## config.mk

```make
export PLATFORM = sky130hd
export DESIGN_NAME = hall_pulse_emulator
export DESIGN_NICKNAME = d
export VERILOG_FILES = /design/src/rtl/motor_pkg.sv /design/src/rtl/hall_pulse_emulator.sv
export SDC_FILE = /design/constraint.sdc
export NUM_CORES = 1
export LEC_CHECK = 0
export CAP_MARGIN = 10
export CORE_UTILIZATION = 50
export DETAILED_ROUTE_END_ITERATION = 8
export MAX_ROUTING_LAYER = met4
export PLACE_DENSITY_LB_ADDON = 0.08
export SYNTH_ARGS = -nofsm -noshare
export SYNTH_HDL_FRONTEND = slang
export SYNTH_SLANG_ARGS = --single-unit
```

## constraint.sdc

```tcl
create_clock -name CLK -period 2.87 [get_ports CLK]
set_input_delay 0.574 -clock CLK [delete_from_list [all_inputs] [get_ports CLK]]
set_output_delay 0.574 -clock CLK [all_outputs]
set_load 0.005 [all_outputs]
```

## src/rtl/motor_pkg.sv

```systemverilog
// Shared types for the motor-path blocks: default widths, hall emulator FSM states and
// the latched pulse-train configuration together with its clamping rule.
package motor_pkg;

    localparam int HALL_COUNT_W  = 11;
    localparam int HALL_PERIOD_W = 16;

    typedef enum logic [1:0] {
        IDLE,
        HIGH,
        LOW,
        FINISH
    } hall_emu_state_t;

    typedef struct packed {
        logic [HALL_COUNT_W-1:0]  pulses;
        logic [HALL_PERIOD_W-1:0] period;
        logic [HALL_PERIOD_W-1:0] width;
    } hall_cfg_t;

    localparam logic [HALL_PERIOD_W-1:0] MIN_PERIOD = HALL_PERIOD_W'(2);
    localparam logic [HALL_PERIOD_W-1:0] ONE_TICK   = HALL_PERIOD_W'(1);

    // A period needs at least one high and one low cycle, so the width is squeezed below it.
    function automatic hall_cfg_t clamp_cfg(input hall_cfg_t raw);
        hall_cfg_t c;
        c = raw;
        if (raw.period < MIN_PERIOD) c.period = MIN_PERIOD;
        if (raw.width == '0)         c.width  = ONE_TICK;
        if (c.width >= c.period)     c.width  = c.period - ONE_TICK;
        return c;
    endfunction

endpackage

```

## src/rtl/hall_pulse_emulator.sv

```systemverilog
// Hall-sensor emulator: emits a programmed train of hall pulses while the motor is enabled,
// freezing in place while it is stopped, for bring-up of the servo path without a motor.
module hall_pulse_emulator
    import motor_pkg::*;
#(
    parameter int COUNT_W  = HALL_COUNT_W,
    parameter int PERIOD_W = HALL_PERIOD_W
) (
    input  logic                CLK,
    input  logic                RESET,
    input  logic                start,
    input  logic                runEn,
    input  logic [COUNT_W-1:0]  cfgPulses,
    input  logic [PERIOD_W-1:0] cfgPeriod,
    input  logic [PERIOD_W-1:0] cfgWidth,
    output logic                hallOut,
    output logic [COUNT_W-1:0]  pulseCount,
    output logic                busy,
    output logic                done
);

    hall_emu_state_t     state;
    hall_emu_state_t     next_state;
    hall_cfg_t           cfg;
    hall_cfg_t           raw_cfg;
    hall_cfg_t           new_cfg;
    logic [PERIOD_W-1:0] timer;
    logic                timer_done;
    logic                restart;

    always_comb begin
        raw_cfg    = '{pulses: cfgPulses, period: cfgPeriod, width: cfgWidth};
        new_cfg    = clamp_cfg(raw_cfg);
        timer_done = runEn && (timer == '0);
        restart    = start && (state != IDLE);
        next_state = state;
        case (state)
            IDLE: begin
                if (start) next_state = (new_cfg.pulses == '0) ? FINISH : HIGH;
            end
            HIGH: begin
                if (restart || timer_done) next_state = LOW;
            end
            LOW: begin
                if (restart)         next_state = LOW;
                else if (timer_done) next_state = (pulseCount == cfg.pulses) ? FINISH : HIGH;
            end
            FINISH: begin
                if (restart)   next_state = LOW;
                else if (done) next_state = IDLE;
            end
            default: next_state = IDLE;
        endcase
    end

    // A restart parks in LOW with an expired timer, so the waveform gets one low cycle
    // before the first rising edge of the new train.
    always_ff @(posedge CLK or posedge RESET) begin
        if (RESET) begin
            state      <= IDLE;
            cfg        <= '0;
            timer      <= '0;
            hallOut    <= 1'b0;
            pulseCount <= '0;
            busy       <= 1'b0;
            done       <= 1'b0;
        end else begin
            state <= next_state;
            if (restart) begin
                cfg        <= new_cfg;
                timer      <= '0;
                hallOut    <= 1'b0;
                pulseCount <= '0;
                busy       <= 1'b1;
                done       <= 1'b0;
            end else begin
                case (state)
                    IDLE: begin
                        if (start) begin
                            cfg  <= new_cfg;
                            busy <= 1'b1;
                            done <= 1'b0;
                            if (new_cfg.pulses == '0) begin
                                pulseCount <= '0;
                                hallOut    <= 1'b0;
                            end else begin
                                pulseCount <= COUNT_W'(1);
                                hallOut    <= 1'b1;
                                timer      <= new_cfg.width - ONE_TICK;
                            end
                        end
                    end
                    HIGH: begin
                        if (timer_done) begin
                            hallOut <= 1'b0;
                            timer   <= cfg.period - cfg.width - ONE_TICK;
                        end else if (runEn) begin
                            timer <= timer - ONE_TICK;
                        end
                    end
                    LOW: begin
                        if (timer_done) begin
                            if (pulseCount == cfg.pulses) begin
                                done <= 1'b1;
                            end else begin
                                hallOut    <= 1'b1;
                                pulseCount <= pulseCount + COUNT_W'(1);
                                timer      <= cfg.width - ONE_TICK;
                            end
                        end else if (runEn) begin
                            timer <= timer - ONE_TICK;
                        end
                    end
                    FINISH: begin
                        // Arriving straight from IDLE (zero pulses) the strobe has not fired yet.
                        if (done) begin
                            done <= 1'b0;
                            busy <= 1'b0;
                        end else begin
                            done <= 1'b1;
                        end
                    end
                    default: ;
                endcase
            end
        end
    end

endmodule

```

## Word-level counts from Yosys, hierarchy flattened

Index checks and enable logic that the tools add are counted.

| operators by class | value |
|---|---|
| add/subtract/negate cells | 7 |
| order comparisons | 2 |
| equal/unequal tests | 14 |
| mux-type cells | 46 |
| reductions and logical operators | 21 |

Operator list:

| kind | count |
|---|---|
| 2-to-1 mux 16 bit | 10 |
| 2-to-1 mux 43 bit | 3 |
| subtractor 16 x 1 -> 16 bit, second input constant | 5 |
| one-hot mux 16 bit (3 select lines) | 1 |
| 2-to-1 mux 11 bit | 4 |
| zero test 16 bit | 2 |
| one-hot mux 11 bit (2 select lines) | 1 |
| inequality test 3 bit, second input constant | 7 |
| >= comparator 16 bit | 1 |
| < comparator 16 x 2 -> 1 bit, second input constant | 1 |
| 2-to-1 mux 2 bit | 8 |
| AND reduction 4 bit | 4 |
| subtractor 16 bit | 1 |
| 2-to-1 mux 1 bit | 15 |
| adder 11 x 1 -> 11 bit, second input constant | 1 |
| equality test 11 bit | 1 |
| zero test 11 bit | 1 |
| one-hot mux 2 bit (4 select lines) | 1 |
| nonzero test 4 bit | 2 |
| one-hot mux 1 bit (3 select lines) | 2 |
| nonzero test 2 bit | 3 |
| nonzero test 3 bit | 2 |
| AND reduction 5 bit | 1 |
| equality test 2 bit, second input constant | 2 |
| other kinds (9) | 11 |

| word-level totals | value |
|---|---|
| flip-flop bits (word level) | 75 |
| input bits | 47 |
| output and inout bits | 14 |
| logic and storage cells | 99 |

## Logic depth before layout (Yosys ltp)

Gate-level depths: netlist of the first run.

| depth | value |
|---|---|
| word-level depth | 9 |
| depth in mapped cells | 21 |
| gate-level depth less buffers | 17 |

## Worst setup path before layout of the first run

OpenSTA, ideal clock, no wires.

| path | value |
|---|---|
| kind | input to register |
| start point | in cfgPeriod[14] |
| end point | reg timer[14] |
| library setup time | 126 ps |
| arrival time | 5156 ps |
| required time | 2744 ps |
| setup slack | -2412 ps |
| stages on the path | 20 |
| buffers on the path | 3 |
| cells stage by stage | or4_2 -> nor4_4 -> a21boi_0 -> ha_1 -> nor3b_1 -> o21ai_0 -> a211oi_1 -> o31ai_4 -> buf_8 -> buf_2 -> clkbuf_1 -> nand2_1 -> o21ai_0 -> ha_1 -> nand2_1 -> nor3_1 -> mux2_2 -> or3b_1 -> xnor2_1 -> a221o_1 |

RTL lines:

| element | line | source |
|---|---|---|
| start: declaration | hall_pulse_emulator.sv:14 | `input logic [PERIOD_W-1:0] cfgPeriod,` |
| end signal: assignment | hall_pulse_emulator.sv:89 | `timer <= new_cfg.width - ONE_TICK;` |
| end signal: assignment | hall_pulse_emulator.sv:96 | `timer <= cfg.period - cfg.width - ONE_TICK;` |
| end signal: assignment | hall_pulse_emulator.sv:98 | `timer <= timer - ONE_TICK;` |
| end: declaration | hall_pulse_emulator.sv:27 | `logic [PERIOD_W-1:0] timer;` |

==> flow_summary.json, run 1 <==
{
  "yosysTopAreaCell": "dfrtp_1",
  "finalHoldViolCount": 0,
  "run_status": "finished with violations",
  "cp_max_fo": 5,
  "clkLatencyLatePin_ps": 350,
  "startpoint_type": "input pin",
  "fin_crit_sh": 1.448,
  "hpwlAfterDp_microns": 16730,
  "die_area_sq_mm": 0.01380,
  "critPathLaunch": "cfgPeriod[3]",
  "final_antenna_net_count": 0,
  "grt_usage": 0.3237,
  "synth_ff_type": "dfrtp_1",
  "slew_headroom": 0.4845,
  "powerDensity_mw_per_mm2": 665.7,
  "layout-drive-gt1-share": 0.3441,
  "rsz0062_at_grt": "true",
  "worstPathRequired_ps": 3100,
  "synthTopCellsByCount": "75 x dfrtp_1, 74 x nor2_1, 66 x nand2_1",
  "worst_slew_pin_slew_ps": 773.2,
  "drt_iter0_drc": 640,
  "die_height_microns": 117.5,
  "synth_edf_count": 0,
  "ys_seq_area_frac": 0.2815,
  "root_buffer": "clkbuf_16",
  "clk_pin_slew_worst_paths_ps": 70,
  "wirelength_microns": 22320,
  "antenna_found_initial": 0,
  "grt-ovfl-total": 0,
  "period_minus_slack_ps": 4156,
  "grt_pass1_vias": 6864,
  "areaGrowthSynthToFinish_pct": 44.70,
  "clock_skew_ps": 15.66,
  "vias": 7061,
  "routedWlPerCell_microns": 18.73,
  "ys_types": 79,
  "ir_drop_mv": 0.3913,
  "dr.pass1.iters": 7,
  "place_area_sq_mm": 0.008651,
  "yosysWarnings": 0,
  "synth.cell_area_sq_mm": 0.006668,
  "cts-buffers-inserted": 9,
  "critPathArrivalTime_ps": 4390,
  "routabilityCongestion": 1.056,
  "fin_ws_ps": -1286,
  "crit_type": "in2reg",
  "synth.most_common_cell": "dfrtp_1",
  "grt_max_degree": 57,
  "hold_start": "hallOut$_DFFE_PP0P_",
  "die_w_microns": 117.5,
  "slew_violations": 0,
  "viasPerCell": 5.924,
  "violations": "setup timing",
  "synthCells": 792,
  "finalSetupViolCount": 32,
  "netlist.area_leader.share": 0.2815,
  "initial_core_util": 0.5199,
  "syn-num-nets": 880,
  "design_area_sq_mm": 0.009648,
  "boundaryPins": 61,
  "cp-end-kind": "flip-flop",
  "synth-async-reset-ratio": 1.000,
  "tns_ps": -24100,
  "core_sq_mm": 0.01282,
  "ys_ff_latch": 75,
  "cap_violations": 0,
  "clockBufferDepth": 2,
  "hold_path_class": "reg2reg",
  "grt_pass1_wl_microns": 34640,
  "nets": 1103,
  "htreeDepth": 3,
  "cellLeakagePower_uw": 0.004201,
  "fmax_mhz": 240.6,
  "cts_sinks": 75,
  "synth_area_per_cell_sq_um": 8.419,
  "synth_area_leaders": "dfrtp_1 28%, ha_1 7.5%, mux2_2 6.4%, xnor2_1 5.9%, nor2_1 4.2%",
  "fp-row-count": 41,
  "antenna_cells": 0,
  "drc": 0,
  "cts_tree": "yes",
  "port_buffers": 60,
  "timing.rr.start": "cfg[17]$_DFFE_PP0P_"
}
## where the power goes
| group | leakage, uW | internal [uW] | total, uW | switching (uW) |
|---|---|---|---|---|
| clock | 0.000135 | 600 | 1110 | 511 |
| sequential | 0.000921 | 1270 | 1510 | 234 |
| combinational | 0.00315 | 1740 | 3800 | 2060 |
## final cells by class
type                    instances  area [sq um]
multi-input cells             628          4946
fillers                       940          3177
repair buffers                251          2135
flip-flops and latches         75          1877
clock buffers                   9         225.2
well taps                     172         215.2
inverters                      50         192.7
clock inverters                 7         57.56
## final timing paths
path | slack [ps] | cells past startpoint | end
max | -1290 | 18 | timer[14]$_DFFE_PP0P_
min | 520 | 1 | hallOut$_DFFE_PP0P_
max reg2reg | -370 | 10 | timer[11]$_DFFE_PP0P_
min reg2reg | 520 | 1 | hallOut$_DFFE_PP0P_
max in group asynchronous | 1660 | 3 | cfg[17]$_DFFE_PP0P_
min in group asynchronous | 570 | 2 | cfg[36]$_DFFE_PP0P_
## layout by cell type, fill, tap and decap left out, types with 14 or more instances in the layout
cell type / synthesis / routed
mux2_2: 38 / 29
a21oi_1: 34 / 30
ha_1: 40 / 38
inv_1: 50 / 47
buf_6: 0 / 26
nand3_1: 27 / 23
xnor2_1: 45 / 41
dfrtp_1: 75 / 75
nand2_1: 66 / 55
o21ai_0: 52 / 33
clkdlybuf4s50_1: 0 / 44
buf_4: 1 / 164
nor2_1: 74 / 72
xor2_1: 27 / 25
mux2i_1: 18 / 14
nor3_1: 25 / 22
## logic make-up after synthesis
| logic type | synth area share |
|---|---|
| AND/OR/NAND/NOR | 0.2135 |
| AO/OA/AOI/OAI | 0.1818 |
| buffers and inverters | 0.05423 |
| flip-flops | 0.2815 |
| XOR/XNOR | 0.09458 |
| multiplexers | 0.09326 |
| adder cells (fa/ha/maj) | 0.08107 |
## state kept, by name (all words and copies together) (netlist names)
name        count
cfg            43
timer          16
pulseCount     11
state           2
busy            1
done            1
hallOut         1
## worst max-delay path, cell delays in order
cell and delay [ps]:
buf_6 90, or4_4 570, nor4_4 390, a21boi_2 110
ha_1 300, nor3b_2 180, o21ai_1 100, a211oi_2 260
o31ai_4 120, mux2i_1 150, inv_1 120, ha_4 160
nand2_2 70, nor3_2 170, mux2_4 200, or3b_1 350
xnor2_1 150, a221o_1 300
## repair_timing
item	CTS	global route
buffers inserted	12	14
resized for setup	103	77
endpoints found under the setup margin	35	35
cloned	0	1
pin swaps	26	18
hold buffers	0	0
## through the flow
step / utilization / hold WS, ps / total power, uW / setup slack [ps] / instances
floorplan: - / 484.9 / 3561 / -2048 / 792
global placement: 0.6745 / 495.7 / 4873 / -1983 / 1156
detailed placement: 0.6745 / 499.4 / 4945 / -2245 / 1156
CTS: 0.7206 / 516.5 / 6174 / -1202 / 1181
global route: 0.7523 / 539.0 / 6778 / -1453 / 1192
finish: 0.7523 / 519.2 / 6423 / -1286 / 1192
## layer usage
layer / global-route usage / vias to the layer above / part of all wire
met3: 0.06783 / 37 / 0.063
met1: 0.4381 / 3449 / 0.45
met4: 0.08574 / 0 / 0.018
li1: - / 3324 / -
met5: - / - / 0
met2: 0.4915 / 251 / 0.47
(Power assumes the default switching activity.)
==> run 2: changes to the inputs <==
- CORE_ASPECT_RATIO: unset -> 1.25
- GPL_TIMING_DRIVEN: unset -> 1
==> run 2 against run 1 <==
Net effect: the run still ends with setup timing left; cell count fell by 2.3%; clock skew fell by 5.1 ps; largest power group unchanged; first-iteration DRC count fell by 15%; flip-flop and latch count did not move; sequential share of layout area rose by 0.80 points; register-to-register slack got worse by 190 ps; critical path type unchanged; highest routed layer unchanged; critical path depth did not move.
==> flow_summary.json, run 2 (synthesis results as in run 1) <==
{
  "layout-drive-gt1-share": 0.3133,
  "finalNonFillerCells": 1164,
  "cts-buffers-inserted": 9,
  "fp-row-count": 46,
  "cpMaxStageDelayCell": "or4_4",
  "clkLatencyLatePin_ps": 350,
  "power_frac_comb": 0.572,
  "clk_pin_slew_worst_paths_ps": 60,
  "hold_path_class": "in2async",
  "cts_sinks": 75,
  "final_cell_mix": "160 x buf_4, 75 x dfrtp_1, 71 x nor2_1",
  "fin_ws_ps": -1245,
  "tns_ps": -21060,
  "cts_tree": "yes",
  "cellLeakagePower_uw": 0.004024,
  "critPathLaunch": "cfgPeriod[4]",
  "port_buffers": 60,
  "clkPwrFrac": 0.187,
  "finish.utilization": 0.7221,
  "regMostFlops": "cfg",
  "crit_type": "in2reg",
  "crit_top_cell": "a211oi_2",
  "grt_pass1_wl_microns": 35630,
  "p_int_uw": 3593,
  "final_antenna_net_count": 0,
  "routed.top_layer": "met4",
  "critPathArrivalTime_ps": 4340,
  "nets": 1079,
  "viasPerCell": 5.954,
  "ir_drop_mv": 0.4545,
  "die_w_microns": 105.3,
  "pwr-share-seq": 0.240,
  "drc": 0,
  "die_height_microns": 131.1,
  "timing.rr.start": "cfg[1]$_DFFE_PP0P_",
  "p_sw_uw": 2753,
  "wl_met2_microns": 11620,
  "rsz0062_at_grt": "true",
  "fmax_mhz": 243.0,
  "rrSetupSlack_ps": -560,
  "finalSetupViolCount": 32,
  "grt_pass1_vias": 7169,
  "slew_violations": 0,
  "grt-ovfl-total": 0,
  "run_status": "finished with violations",
  "drt-met1-wl_microns": 8323,
  "startpoint_type": "input pin",
  "largest_register_ffs": 43,
  "htreeDepth": 3,
  "worstPathRequired_ps": 3100,
  "routedWlPerCell_microns": 18.99,
  "period_minus_slack_ps": 4115,
  "cp_max_fo": 4,
  "wirelength_microns": 22110,
  "reg.largest.list": "cfg: 43 flops, timer: 16 flops, pulseCount: 11 flops",
  "worst_slew_pin_slew_ps": 799.0,
  "grt_max_degree": 62,
  "antenna_found_initial": 0,
  "wl_met3_microns": 904,
  "finalPower_uw": 6346,
  "layout_commonest_cell": "buf_4",
  "cap_violations": 0,
  "grt_usage": 0.3363,
  "core_sq_mm": 0.01283,
  "vias": 6930,
  "ctsHoldBuffers": 0,
  "areaGrowthSynthToFinish_pct": 38.99,
  "antenna_cells": 0,
  "initial_core_util": 0.5195,
  "placed_cells": 1140,
  "p_sw_frac": 0.4338,
  "die_area_sq_mm": 0.01380,
  "fin_crit_sh": 1.434,
  "clock_skew_ps": 10.52,
  "violations": "setup timing",
  "finalHoldViolCount": 0,
  "max_stage_delay_ps": 570,
  "boundaryPins": 61,
  "clockBufferDepth": 2,
  "slew_headroom": 0.4535,
  "root_buffer": "clkbuf_16",
  "hpwlAfterDp_microns": 17440,
  "cp-end-kind": "flip-flop",
  "routabilityCongestion": 0.9959,
  "powerDensity_mw_per_mm2": 684.7,
  "drt_iter0_drc": 544,
  "dr.pass1.iters": 6,
  "crit_path_cell_trace": "buf_6 > or4_4 > nor4_4 > a21boi_2 > ha_1 > nor3b_2 > o21ai_1 > a211oi_2 > o31ai_4 > mux2i_1 > inv_1 > ha_4 > nand2_2 > a211oi_2 > mux2_4 > or3b_1 > xnor2_1 > a221o_1"
}
[run 2: area by class of cell]
type | instances | area, sq um
clock buffer | 9 | 225.2
clock inverter | 7 | 82.58
fill | 978 | 3567
inverter | 50 | 187.7
multi-input combinational | 628 | 4807
sequential | 75 | 1877
tap | 168 | 210.2
timing repair buffer | 227 | 1878
[run 2: layer usage]
metal / track usage / up-vias
li1: - / 3278
met2: 0.5950 / 266
met3: 0.03621 / 80
met5: - / -
met4: 0.1995 / 0
met1: 0.3591 / 3306
[run 2: critical path, delay by kind of cell]
family / cells / cell delay [ps]
adder cells (fa/ha/maj): 2 / 460
buffers and inverters: 2 / 200
multiplexers: 2 / 350
AO/OA/AOI/OAI: 6 / 1030
AND/OR/NAND/NOR: 5 / 1550
XOR/XNOR: 1 / 150
[run 2: timing repair]
action / in CTS / in global routing
endpoints found under the setup margin: 35 / 37
buffers inserted: 1 / 9
pin swaps: 18 / 19
cloned: 0 / 1
gates resized for setup: 67 / 56
endpoints found under the hold margin: 0 / 0
[run 2: power by group through the flow]
stage	logic (uW)	clock network, uW	registers [uW]
2_1_floorplan	2080	0	1480
3_3_place_gp	3320	0	1510
3_5_place_dp	3400	0	1530
4_1_cts	3470	1200	1510
5_1_grt	3960	1240	1550
6_report	3630	1190	1520
[run 2: path summary, 6_finish.rpt]
path                                          to  cells past startpoint
setup / recovery           timer[14]$_DFFE_PP0P_                     18
hold / removal              timer[0]$_DFFE_PP0P_                      2
setup reg to reg           timer[13]$_DFFE_PP0P_                     11
hold reg to reg              hallOut$_DFFE_PP0P_                      1
max in group asynchronous    cfg[11]$_DFFE_PP0P_                      3
min in group CLK             hallOut$_DFFE_PP0P_                      1
[run 2: stage by stage]
stage | hold slack [ps] | setup slack [ps] | instance area [sq um]
3_5_place_dp | 507.9 | -2105 | 8556
6_report | 518.9 | -1245 | 9268
5_1_grt | 546.2 | -1354 | 9268
4_1_cts | 521.0 | -1178 | 8937
2_1_floorplan | 484.9 | -2048 | 6745
3_3_place_gp | 493.7 | -1966 | 8556
==> run 3: changes to the inputs <==
- ABC_AREA: unset -> 0
- PLACE_DENSITY: unset -> 0.74
- PLACE_DENSITY_LB_ADDON: 0.08 -> unset
- SLEW_MARGIN: unset -> 5
==> run 3 against run 2 <==
Net effect: the run still ends with setup timing left; clock power hardly changed; maximum frequency rose by 0.97%; worst setup slack improved by 40 ps; final area grew 2.8%; routed wire length up 1.3%; core utilization rose by 2.0 points; count of clock-buffer cells in the layout unchanged; die area unchanged; register-to-register slack better by 200 ps; via count grew 2.4%.
==> flow_summary.json, run 3 (synthesis results as in run 1) <==
{
  "run_status": "finished with violations",
  "violations": "setup timing",
  "ctsHoldBuffers": 0,
  "areaGrowthSynthToFinish_pct": 42.88,
  "met3_usage": 0.04415,
  "cp.buffers_inverters": 1,
  "design_area_sq_mm": 0.009527,
  "vias": 7098,
  "cpMaxStageDelayCell": "or4_4",
  "core_sq_mm": 0.01283,
  "clock_skew_ps": 7.837,
  "cts-buffers-inserted": 9,
  "routabilityCongestion": 0.9344,
  "period_minus_slack_ps": 4075,
  "drt_iter0_drc": 435,
  "layout_commonest_cell": "buf_4",
  "largest_register_ffs": 43,
  "fin_ws_ps": -1205,
  "crit_type": "in2reg",
  "max_stage_delay_ps": 570,
  "root_buffer": "clkbuf_16",
  "grt-ovfl-total": 0,
  "crit_path_cell_trace": "buf_6 > or4_4 > nor4_4 > a21boi_2 > ha_1 > nor3b_2 > o21ai_1 > a211oi_2 > o31ai_4 > o21ai_2 > ha_4 > nand2_4 > nor3_4 > mux2_4 > or3b_1 > xnor2_1 > a221o_1",
  "worstPathRequired_ps": 3100,
  "worst_hold_slack_ps": 511.5,
  "cap_violations": 0,
  "cp-end-kind": "flip-flop",
  "finalSetupViolCount": 32,
  "dr.pass1.iters": 5,
  "final_antenna_net_count": 0,
  "routedWlPerCell_microns": 18.86,
  "cts_tree": "yes",
  "final_cell_mix": "168 x buf_4, 75 x dfrtp_1, 71 x nor2_1",
  "path_delay_family": "simple AND/OR/NAND/NOR gates",
  "hold_path_class": "reg2reg",
  "clk_pin_slew_worst_paths_ps": 60,
  "rrSetupSlack_ps": -360,
  "reg.largest.list": "cfg: 43 flops, timer: 16 flops, pulseCount: 11 flops",
  "nets": 1102,
  "layout-drive-gt1-share": 0.3307,
  "worst_slew_pin_slew_ps": 657.0,
  "critPathArrivalTime_ps": 4310,
  "hpwlAfterDp_microns": 17000,
  "boundaryPins": 61,
  "clkLatencyLatePin_ps": 350,
  "grt_usage": 0.3432,
  "finalPower_uw": 6493,
  "place_area_sq_mm": 0.008631,
  "regMostFlops": "cfg",
  "busiest_layer": "met2",
  "die_area_sq_mm": 0.01380,
  "use_met2": 0.6086,
  "wirelength_microns": 22390,
  "grt_pass1_vias": 7476,
  "port_buffers": 60,
  "cts_sinks": 75,
  "finish.utilization": 0.7423,
  "slew_headroom": 0.5596,
  "drc": 0,
  "initial_core_util": 0.5195,
  "htreeDepth": 3,
  "startpoint_type": "input pin",
  "fmax_mhz": 245.4,
  "preCtsSetupSlack_ps": -2097,
  "rsz0062_at_grt": "true",
  "cellLeakagePower_uw": 0.004173,
  "grt_use_met1": 0.3597,
  "powerDensity_mw_per_mm2": 681.6,
  "grt_pass1_wl_microns": 36550,
  "ir_drop_mv": 0.5456,
  "clockBufferDepth": 2,
  "cp_max_fo": 4,
  "antenna_cells": 0,
  "grt_max_degree": 39,
  "slew_violations": 0,
  "fillers": 903,
  "antenna_found_initial": 0,
  "fp-row-count": 46,
  "finalHoldViolCount": 0,
  "die_height_microns": 131.1,
  "viasPerCell": 5.980,
  "die_w_microns": 105.3,
  "fin_crit_sh": 1.420
}
==> run 3: cell types whose count changed in the layout (fill, tap and decap cells not counted), sizes merged <==
cell / before / now
dlymetal6s2s: 1 / 0
inv: 53 / 54
clkbuf: 10 / 9
clkdlybuf4s50: 43 / 44
clkdlybuf4s15: 2 / 4
buf: 176 / 198
clkinv: 1 / 0
==> run 3: report_power, final <==
| group | switching, uW | internal [uW] | leakage [uW] |
|---|---|---|---|
| Clock | 514 | 689 | 0.000145 |
| Combinational | 2060 | 1700 | 0.00311 |
| Sequential | 253 | 1270 | 0.000921 |
==> run 3: metal layers <==
layer	routed length (microns)	part of all wire
met2	11720	0.52
met3	893	0.040
met1	8562	0.38
met4	1217	0.054
met5	0	0
==> run 3: cell type report <==
cell class                      instances  area (sq um)  share of cell area
Sequential cell                        75          1877              0.1970
Inverter                               50         190.2             0.01996
Multi-Input combinational cell        628          4815              0.5054
Timing Repair Buffer                  250          2127              0.2233
Tap cell                              168         210.2             0.02206
Clock buffer                            9         225.2             0.02364
Clock inverter                          7         82.58            0.008668
==> run 3: per-stage QoR <==
step | setup TNS, ps | instances
floorplan | -31050 | 792
global placement | -44700 | 1150
detailed placement | -47660 | 1150
CTS | -20920 | 1186
global route | -26280 | 1187
finish | -21180 | 1187
==> run 3: path summary, 6_finish.rpt <==
check	startpoint	end	cells past startpoint
setup / recovery	cfgPeriod[5]	timer[14]$_DFFE_PP0P_	17
hold / removal	cfg[24]$_DFFE_PP0P_	cfg[24]$_DFFE_PP0P_	1
setup reg to reg	cfg[0]$_DFFE_PP0P_	timer[14]$_DFFE_PP0P_	13
hold reg to reg	cfg[24]$_DFFE_PP0P_	cfg[24]$_DFFE_PP0P_	1
max in group asynchronous	RESET	cfg[26]$_DFFE_PP0P_	3
min in group asynchronous	RESET	timer[3]$_DFFE_PP0P_	2
==> run 3: worst register-to-register path, stage by stage (launching register included) <==
cell	delay, ps
dfrtp_1	380
inv_1	90
ha_1	190
inv_1	60
fa_1	380
nor2b_1	200
o2111ai_1	240
a31oi_1	280
buf_4	160
a211oi_1	120
a2111oi_0	560
a31oi_1	80
a31oi_1	290
a221o_1	150
==> run 3: what timing repair did <==
action,in CTS,in global routing
buffers inserted,19,4
resized for setup,124,22
endpoints found under the hold margin,0,0
setup endpoints to repair,33,36
pin swaps,32,13
gates cloned,2,0
